===== src/rtl/pht_sat.sv =====
// Pattern history table: flop array of saturating counters with optional
// gshare hashing, registered lookup and same-cycle update bypass.
module pht_sat #(
  parameter int unsigned ADDR_WIDTH = 9,
  parameter int unsigned CTR_WIDTH  = 2,
  parameter int unsigned HIST_WIDTH = 9,
  parameter int unsigned CTR_INIT   = 1,
  localparam int unsigned GW        = (HIST_WIDTH > 0) ? HIST_WIDTH : 1
) (
  input  logic                  in_Clk,
  input  logic                  in_Rst_N,
  input  logic                  in_lookup_valid,
  input  logic [ADDR_WIDTH-1:0] in_lookup_pc,
  output logic                  out_pred_valid,
  output logic                  out_prediction,
  output logic [ADDR_WIDTH-1:0] out_pred_index,
  output logic [CTR_WIDTH-1:0]  out_pred_ctr,
  input  logic                  in_update_valid,
  input  logic [ADDR_WIDTH-1:0] in_update_index,
  input  logic                  in_update_taken,
  input  logic                  in_flush,
  output logic [GW-1:0]         out_ghr
);

  localparam int unsigned ENTRIES = 1 << ADDR_WIDTH;
  localparam logic [CTR_WIDTH-1:0] CTR_MAX  = '1;
  localparam logic [CTR_WIDTH-1:0] CTR_RST  = CTR_WIDTH'(CTR_INIT);

  logic [CTR_WIDTH-1:0]  ctr_q [ENTRIES];
  logic [CTR_WIDTH-1:0]  ctr_d;
  logic [ADDR_WIDTH-1:0] lookup_idx;
  logic [CTR_WIDTH-1:0]  rd_ctr;

  logic                  pred_valid_q;
  logic                  prediction_q;
  logic [ADDR_WIDTH-1:0] pred_index_q;
  logic [CTR_WIDTH-1:0]  pred_ctr_q;

  // Saturating next value for the entry being updated.
  always_comb begin
    ctr_d = ctr_q[in_update_index];
    if (in_update_taken) begin
      if (ctr_d != CTR_MAX) ctr_d = ctr_d + CTR_WIDTH'(1);
    end else begin
      if (ctr_d != '0) ctr_d = ctr_d - CTR_WIDTH'(1);
    end
  end

  // Counter storage; each entry only changes when it is the update target.
  for (genvar i = 0; i < ENTRIES; i++) begin : g_entry
    always_ff @(posedge in_Clk or negedge in_Rst_N) begin
      if (!in_Rst_N) begin
        ctr_q[i] <= CTR_RST;
      end else if (in_update_valid && (in_update_index == ADDR_WIDTH'(i))) begin
        ctr_q[i] <= ctr_d;
      end
    end
  end

  // Global history: shifts in resolved directions, cleared by flush.
  if (HIST_WIDTH > 0) begin : g_ghr
    logic [HIST_WIDTH-1:0] ghr_q;
    logic [HIST_WIDTH-1:0] ghr_d;

    // Next GHR: flush wins over a shift.
    always_comb begin
      ghr_d = ghr_q;
      if (in_flush) begin
        ghr_d = '0;
      end else if (in_update_valid) begin
        ghr_d = HIST_WIDTH'({ghr_q, in_update_taken});
      end
    end

    // GHR register.
    always_ff @(posedge in_Clk or negedge in_Rst_N) begin
      if (!in_Rst_N) ghr_q <= '0;
      else           ghr_q <= ghr_d;
    end

    assign lookup_idx = in_lookup_pc ^ ADDR_WIDTH'(ghr_q);
    assign out_ghr    = ghr_q;
  end else begin : g_no_ghr
    assign lookup_idx = in_lookup_pc;
    assign out_ghr    = '0;
  end

  // Read port with bypass of a same-cycle update to the same entry.
  always_comb begin
    rd_ctr = ctr_q[lookup_idx];
    if (in_update_valid && (in_update_index == lookup_idx)) rd_ctr = ctr_d;
  end

  // Registered prediction; payload holds when no lookup is issued.
  always_ff @(posedge in_Clk or negedge in_Rst_N) begin
    if (!in_Rst_N) begin
      pred_valid_q <= 1'b0;
      prediction_q <= 1'b0;
      pred_index_q <= '0;
      pred_ctr_q   <= '0;
    end else begin
      pred_valid_q <= in_lookup_valid;
      if (in_lookup_valid) begin
        prediction_q <= rd_ctr[CTR_WIDTH-1];
        pred_index_q <= lookup_idx;
        pred_ctr_q   <= rd_ctr;
      end
    end
  end

  assign out_pred_valid = pred_valid_q;
  assign out_prediction = prediction_q;
  assign out_pred_index = pred_index_q;
  assign out_pred_ctr   = pred_ctr_q;

endmodule


===== config.mk =====
export PLATFORM = sky130hd
export DESIGN_NAME = pht_sat
export DESIGN_NICKNAME = d
export VERILOG_FILES = /design/src/rtl/pht_sat.sv
export SDC_FILE = /design/constraint.sdc
export NUM_CORES = 2
export LEC_CHECK = 0
export ABC_AREA = 1
export CORE_ASPECT_RATIO = 1.1
export CORE_MARGIN = 2
export CORE_UTILIZATION = 38
export CTS_BUF_LIST = sky130_fd_sc_hd__clkbuf_8
export DETAILED_ROUTE_END_ITERATION = 12
export PLACE_DENSITY = 0.54
export SLEW_MARGIN = 30
export SYNTH_ARGS = -nofsm -noshare
export SYNTH_HDL_FRONTEND = slang
export SYNTH_SLANG_ARGS = --single-unit

===== constraint.sdc =====
create_clock -name in_Clk -period 2.8 [get_ports in_Clk]
set_input_delay 0.56 -clock in_Clk [delete_from_list [all_inputs] [get_ports in_Clk]]
set_output_delay 0.56 -clock in_Clk [all_outputs]
set_load 0.1 [all_outputs]

== Word-level counts from Yosys, hierarchy flattened ==
Index checks and enable logic that the tools add are counted.
Widths: inputs -> output; s select.
Storage, ports and cells
  bits in registers: 1046
  word-level logic and storage cells: 1565
Operators by class
  $add $sub $neg: 2
  $lt $le $gt $ge: 2
  equality and inequality tests: 513
  multiplexer cells: 12
  bitwise operators: 3
  reduce and logical (&&, ||, !) cells: 516
Operator list (number)
  $eq 9x9->1 const B: 256
  $eq 9x8->1 const B: 128
  $eq 9x7->1 const B: 64
  $logic_and 1x1->1: 513
  $eq 9x6->1 const B: 32
  $eq 9x5->1 const B: 16
  $eq 9x4->1 const B: 8
  $bmux 2 s9: 2
  $eq 9x3->1 const B: 4
  $ge 10x10->1 const B: 2
  $not 9->10: 2
  $eq 9x2->1 const B: 2
  $mux 9: 2
  $mux 2: 8
  $eq 9x1->1 const B: 1
  $eq 9x9->1: 1
  $logic_not 9->1: 1
  $xor 9x9->9: 1
  $reduce_bool 2->1: 2
  $add 2x1->2 const B: 1
  $ne 2x2->1 const B: 1
  $sub 2x1->2 const B: 1

== Depth between registers and ports, before layout ==
  depth after elaboration: 8
  mapped depth: 25

== Least setup slack after synthesis ==
OpenSTA, ideal clock, no wires.
  path kind: reg-to-reg
  start: register g_ghr.ghr_q[0] (netlist: out_ghr[0])
  end: register pred_ctr_q[1] (netlist: out_pred_ctr[1])
  data arrival time: 2.743 ns
  data required time: 2.680 ns
  slack: -0.063 ns
  cell stages (with the launch flop): 18
  path buffers: 2
  path through: dfrtp_1 nand2_1 nand2_1 clkbuf_1 clkbuf_1 nand2_1 o211ai_1 nand3_1 nand3_1 nand3_1 nand3_1 nand3_1 nand3_1 nand3_1 nand3_1 nand2_1 nand2_1 nand2_1
Between the ends
  cells in the longest elaborated chain, start to end: 6
Ends and longest elaborated chain
  from (decl): line 62  | logic [HIST_WIDTH-1:0] ghr_q;
  from (signal assigned): line 78  | else ghr_q <= ghr_d;
  $xor 9x9->9 (*): line 81  | assign lookup_idx = in_lookup_pc ^ ADDR_WIDTH'(ghr_q);
  $not 9->10 (implied by the code): line 90  | rd_ctr = ctr_q[lookup_idx];
  $bmux 2 s9: line 90
  $mux 2 (implied by the code) (2 in series): line 90
  $mux 2 (*): line 91  | if (in_update_valid && (in_update_index == lookup_idx)) rd_ctr = ctr_d;
  to (signal assigned): line 106  | pred_ctr_q <= rd_ctr;
  to (decl): line 37  | logic [CTR_WIDTH-1:0] pred_ctr_q;
Every way passes the cells marked *; elsewhere a longest branch is shown, timed or not. The select of a mux whose other input is x is not followed.
A chain may end at the register's enable or synchronous reset.

== Final worst setup path ==
  start: input port in_update_index[0]
  end: register ctr_q[585] (netlist name)
Between the ends
  cells in the longest elaborated chain, start to end: 7
Ends and longest elaborated chain
  from (decl): line 19  | input logic [ADDR_WIDTH-1:0] in_update_index,
  $not 9->10 (implied by the code): line 41  | ctr_d = ctr_q[in_update_index];
  $bmux 2 s9: line 41
  $mux 2 (implied by the code) (2 in series): line 41
  $sub 2x1->2 (tied with other cells): line 45  | if (ctr_d != '0) ctr_d = ctr_d - CTR_WIDTH'(1);
  $mux 2 (on tied branches): line 45, 43
  $mux 2: line 42  | if (in_update_taken) begin
  to (signal, indexed assignment): line 55  | ctr_q[i] <= ctr_d;
  to (decl): line 29  | logic [CTR_WIDTH-1:0] ctr_q [ENTRIES];
Parallel ways exist; a longest one is shown, timed or not. The select of a mux whose other input is x is not followed.

==> results.py <==
metrics = {
    "timing": {
        "min_period_ns": 2.941,
        "slew_headroom": 0.5544,
        "timing.final.ws_setup_ns": -0.1413,
        "worstMarginPinSlew_ns": 0.6684,
        "finalSetupViolCount": 615,
        "rsz0062_at_grt": "true",
        "hold-worst-slack_ns": 0.1368,
        "fin_crit_sh": 1.050,
        "drv_slew": 0,
        "hold_viol": 0,
        "clock_skew_ns": 0.06728,
        "maxClockFrequency_ghz": 0.3400,
    },
    "power_and_ir_drop": {
        "cellLeakagePower_nw": 40.31,
        "powerDensity_nw_per_um2": 502.3,
        "ir_worst_vdd_v": 0.0005456,
        "total_power_mw": 43.62,
    },
    "clock_tree": {
        "clock_latency_ns": 1.01,
        "cts_tree": "built",
        "clockBufferDepth": 3,
        "clkTransAtPathRegs_ns": 0.06,
        "clkSinkCount": 1045,
        "cts_root_buffer": "clkbuf_8",
        "numCtsBuffers": 192,
        "h-tree-depth": 4,
    },
    "detailed_routing": {
        "dr_total_vias": 67770,
        "drt_iter0_drc": 6958,
        "dr.pass1.iters": 6,
        "vias_per_cell": 5.507,
        "drtAntennaViolNets": 0,
        "avgRoutedWirePerCell_um": 24.84,
        "drc_errors": 0,
        "wirelength_mm": 305.6,
    },
    "logic_synthesis": {
        "synth_edf_count": 0,
        "ys_seq_area_frac": 0.4180,
        "ys_async_sr_fraction": 1.000,
        "avgSynthCellArea_um2": 7.327,
        "synth.top_cell.area_share": 0.2099,
        "ys_types": 33,
        "synth_flop_cell": "dfrtp_1",
        "yosys-top-cells-area": "dfstp_2 21%, dfrtp_1 21%, nand2_1 14%",
        "syn_area_um2": 64100,
        "synthTopCellsByCount": "2403 x nand2_1, 1006 x inv_1, 926 x nor2_1",
        "yosys.area.top_type": "dfstp_2",
        "synth.net_count": 8772,
        "syn_inst": 8748,
        "synth_seq_cells": 1045,
        "yosys_warnings": 0,
        "synthMostInstantiatedCell": "nand2_1",
    },
    "setup_path": {
        "path_class": "in -> reg",
        "cp.arrival_ns": 3.81,
        "cp.required_ns": 3.67,
        "end_kind": "flip-flop",
        "crit_fanout": 19,
        "startpoint_type": "primary input",
        "r2r_cells": 21,
    },
    "placed_design": {
        "dpl.cell_count": 11820,
        "io_buffers": 45,
        "gp_congestion": 0.9928,
        "hpwl_mm": 204.9,
    },
    "cells_and_area": {
        "num-nets-final": 9912,
        "seqCellArea_um2": 26790,
        "drive_gt1_frac": 0.2995,
        "fillers": 16150,
        "multiInputGateArea_um2": 32740,
        "fin_cells": 12310,
        "synthToLayoutAreaGrowth_pct": 35.48,
    },
    "global_routing": {
        "grt_pass1_vias": 66140,
        "grt_max_degree": 82,
        "overflow": 0,
        "grtUsageTotal": 0.3369,
        "grt_pass1_wl_mm": 433.7,
        "antenna_found_initial": 12,
    },
    "die": {
        "die_x_um": 395.6,
        "dieArea_um2": 172000,
        "num_io_pins": 46,
        "coreArea_um2": 168000,
        "fp.dieH_um": 434.8,
        "start_util": 0.3815,
        "fp-row-count": 158,
    },
    "min_path": {
        "min_path_type": "in -> async",
    },
    "outcome": {
        "violations": "negative setup slack",
        "status": "complete, but fails checks",
    },
    "run": {
        "cap_violations": 0,
    },
}
[layout by cell type (no fill, tap or decap), types with 32 or more instances in the layout]
| cell | netlist | routed |
|---|---|---|
| nand3_2 | 1 | 102 |
| nor2_1 | 926 | 883 |
| o22ai_1 | 45 | 45 |
| inv_1 | 1006 | 1059 |
| nand2_2 | 2 | 108 |
| o21ai_1 | 167 | 185 |
| buf_6 | 2 | 38 |
| o211ai_1 | 254 | 254 |
| a22oi_1 | 46 | 46 |
| clkbuf_8 | 0 | 254 |
| mux2_4 | 0 | 32 |
| a21oi_1 | 156 | 146 |
| nand3_1 | 875 | 763 |
| clkbuf_16 | 0 | 40 |
| nand2_1 | 2403 | 2268 |
| dfstp_2 | 512 | 512 |
| buf_12 | 0 | 236 |
| mux2_2 | 329 | 297 |
| buf_16 | 0 | 46 |
| buf_4 | 9 | 1125 |
| dfrtp_1 | 533 | 532 |
| mux2i_1 | 278 | 275 |
| o21ai_0 | 422 | 379 |
| o21a_1 | 113 | 113 |
[worst paths after layout]
path	slack, ns	start	end
setup reg to reg	-0.08	ctr_q[664]	ctr_q[585]
hold / removal	0.14	in_Rst_N	ctr_q[1011]
max in group asynchronous	1.57	in_Rst_N	ctr_q[17]
setup / recovery	-0.14	in_update_index[0]	ctr_q[585]
hold reg to reg	0.49	out_pred_index[5]	out_pred_index[5]
min in group in_Clk	0.17	in_flush	out_ghr[3]
[state kept, by name (all words and copies together), names as in the netlist]
signal and flops:
out_pred_index 9, out_pred_valid 1, out_ghr 9, out_pred_ctr 2, ctr_q 1024
[repair_timing]
action	CTS	global route
pin swaps	35	91
hold endpoints to repair	104	0
gates resized for setup	219	362
hold buffers	1	0
buffers inserted	22	32
endpoints found under the setup margin	1026	1012
cloned	27	43
[per-stage QoR]
stage           TNS, ns  area [um^2]  worst slack, ns  utilization
4_1_cts          -4.276        84160         -0.08215       0.5009
6_report         -22.25        86840          -0.1413       0.5168
3_3_place_gp   -1669.92        78210           -1.753       0.4654
5_1_grt          -31.87        86830          -0.1165       0.5167
3_5_place_dp   -1674.12        78210           -1.750       0.4654
2_1_floorplan    -5.201        64130         -0.01997            -
[layer usage]
layer	wire [um]	up-vias	part of all wire	global-route usage
met4	22450	20	0.073	0.2227
met3	28820	987	0.094	0.07929
met1	119500	32690	0.39	0.4213
met2	134700	3550	0.44	0.5180
li1	-	30520	-	-
met5	127	-	0.00042	0
[layout make-up]
cell class / instances / area share
clock buffer: 254 / 0.04026
clock inverter: 108 / 0.007319
inverter: 1034 / 0.04536
timing repair buffer: 1525 / 0.1890
multi-input combinational: 6090 / 0.3770
sequential: 1045 / 0.3085
tap: 2240 / 0.03227
antenna: 9 / 0.0002593
[where the power goes]
part / switching [mW] / leakage, nW / internal (mW)
Combinational: 7.02 / 27.1 / 4.31
Sequential: 0.351 / 10.8 / 16.0
Clock: 7.42 / 2.40 / 8.51
[critical path: stages]
cell and delay [ns]:
buf_8 0.14, buf_4 0.18, nand2_4 0.13, buf_12 0.25, buf_4 0.19, buf_4 0.14
o22ai_1 0.07, o21ai_0 0.21, nand4_1 0.29, nand2_1 0.21, nand3_1 0.10, nor2_1 0.17
nand2_1 0.12, nand2_4 0.13, nand2_8 0.10, nand2_8 0.16, buf_12 0.14, buf_16 0.16
buf_12 0.15, nand2_4 0.04, o21a_1 0.10
[cells by family (layout without fill, tap and decap cells)]
kind of cell / count (synthesis) / after routing / share of synthesized area
xor+xnor: 6 / 6 / 0.0008198
buf+inv: 1615 / 2921 / 0.09914
other cells: 0 / 9 / 0
flops: 1045 / 1045 / 0.4180
mux: 607 / 607 / 0.1012
simple gates: 4258 / 4260 / 0.2685
compound gates: 1217 / 1217 / 0.1123
Power figures use the tool's default switching activity.
==> RTL edit (config.mk and constraints unchanged) <==
Add an input register stage for `in_lookup_pc`, without a reset; this delays it by one clock. The other inputs are not delayed to match.
--- a/src/rtl/pht_sat.sv
+++ b/src/rtl/pht_sat.sv
@@ -25,6 +25,12 @@
   localparam int unsigned ENTRIES = 1 << ADDR_WIDTH;
   localparam logic [CTR_WIDTH-1:0] CTR_MAX  = '1;
   localparam logic [CTR_WIDTH-1:0] CTR_RST  = CTR_WIDTH'(CTR_INIT);
+
+  logic [ADDR_WIDTH-1:0] in_lookup_pc_q;
+
+  always_ff @(posedge in_Clk) begin
+    in_lookup_pc_q <= in_lookup_pc;
+  end
 
   logic [CTR_WIDTH-1:0]  ctr_q [ENTRIES];
   logic [CTR_WIDTH-1:0]  ctr_d;
@@ -78,10 +84,10 @@
       else           ghr_q <= ghr_d;
     end
 
-    assign lookup_idx = in_lookup_pc ^ ADDR_WIDTH'(ghr_q);
+    assign lookup_idx = in_lookup_pc_q ^ ADDR_WIDTH'(ghr_q);
     assign out_ghr    = ghr_q;
   end else begin : g_no_ghr
-    assign lookup_idx = in_lookup_pc;
+    assign lookup_idx = in_lookup_pc_q;
     assign out_ghr    = '0;
   end
 
Function: not settled (the Yosys comparison gave no result); the edit may change what the design does.
==> RTL edit against the original RTL <==
The run still ends with setup timing left. Synthesized area rose by 0.77%. Wire length decreased by 2.2%. Combinational power increased by 9%. Final cell count grew 1.3%. Non-clock buffer count decreased by 78. Total power grew 2.9%. Via count grew 0.22%. Fmax is 1.3% higher. Register-to-register slack barely moved. Worst setup slack improved by 0.038 ns. Design area is 0.30% higher. Sequential cell count increased by 9. Largest cell class unchanged. Largest power group unchanged.
==> RTL edit: results <==
group,metric,value,unit
sta,fin_ws,-0.103,ns
sta,fin_tns_setup,-9.73,ns
yosys,synth_area_leaders,"dfstp_2, dfrtp_1, nand2_1, nand3_1, mux2_2",
detailed_routing,viasPerCell,5.45,
sta,tightest_slew,0.704,ns
placed_design,dp_slack,-1.47,ns
status,violations,"setup timing",
layout,nets,10073,
grt,grt_pass1_vias,65565,
grt,track_usage,32.6,%
worst_setup_path,slowest_delay,0.23,ns
layout,drive_gt1_share,29.0,%
yosys,synthXorXnorAreaFrac,0.0678,%
worst_setup_path,cp_data_arrival_time,3.74,ns
yosys,synthTopCellsByCount,"nand2_1, inv_1, nor2_1, nand3_1, dfrtp_1",
worst_setup_path,cpMaxStageDelayCell,"inv_4",
sta,fin_skew,0.0743,ns
status,status,"finished, violations left",
detailed_routing,via_count,67916,
yosys,synth.area.mux_share,9.42,%
worst_setup_path,reg2reg_from,"ctr_q[782]",
detailed_routing,routedWlPerCell,24.0,µm
sta,setup_viol,368,
grt,antenna_found_initial,9,
placed_design,gp_congestion,0.962,
yosys,synthDistinctLibCells,37,
hold_path,min_path_type,"in -> reg",
worst_setup_path,reg2reg_depth,17,
RTL edit: cell count changes in the layout (fill, tap and decap cells not counted), moves of 40 or more:
cell     before   now
inv_1      1059   973
buf_4      1125  1037
nand3_1     763   591
o21ai_1     185   298
nand2_1    2268  2891
nor2_1      883   779
a21oi_1     146   106
RTL edit: critical path: cells and delay by family:
kind | cells | cell delay (ns)
buffers and inverters | 9 | 1.47
AND/OR/NAND/NOR | 8 | 1.00
multiplexers | 1 | 0.07
AO/OA/AOI/OAI | 4 | 0.56
RTL edit: routing by layer:
layer / global-route usage (%) / vias to the layer above / part of all wire, %
met2: 49.8 / 3278 / 44
met3: 6.77 / 752 / 9.7
met4: 16.8 / 8 / 5.8
met5: 0 / - / 0.019
met1: 43.3 / 32886 / 40
li1: - / 30992 / -
RTL edit: logic make-up after synthesis:
kind of cell	after synthesis
AOI/OAI and AO/OA	1195
muxes	568
DFF	1054
and+or+nand+nor	4654
buffers and inverters	1525
xor gates and xnor gates	5
RTL edit: repair_timing:
item                       4_1_cts  5_1_grt
buffers inserted                22       61
gates cloned                    24       60
gates resized for setup        229      416
pin swaps                       48      134
hold buffers                    10        0
setup endpoints to repair     1021     1005
hold endpoints to repair        94        0
RTL edit: area by class of cell:
type,instances,area share [%]
Antenna cell,3,0.00862
Timing Repair Buffer,1447,18.2
Clock inverter,123,0.835
Clock buffer,248,3.92
Tap cell,2240,3.22
Multi-Input combinational cell,6424,38.8
Inverter,927,4.06
Sequential cell,1054,31.0
RTL edit: power by group:
| part | internal, mW | switching (mW) | total [mW] |
|---|---|---|---|
| logic | 4.74 | 7.61 | 12.3 |
| registers | 16.1 | 0.372 | 16.5 |
| clock network | 8.46 | 7.57 | 16.0 |
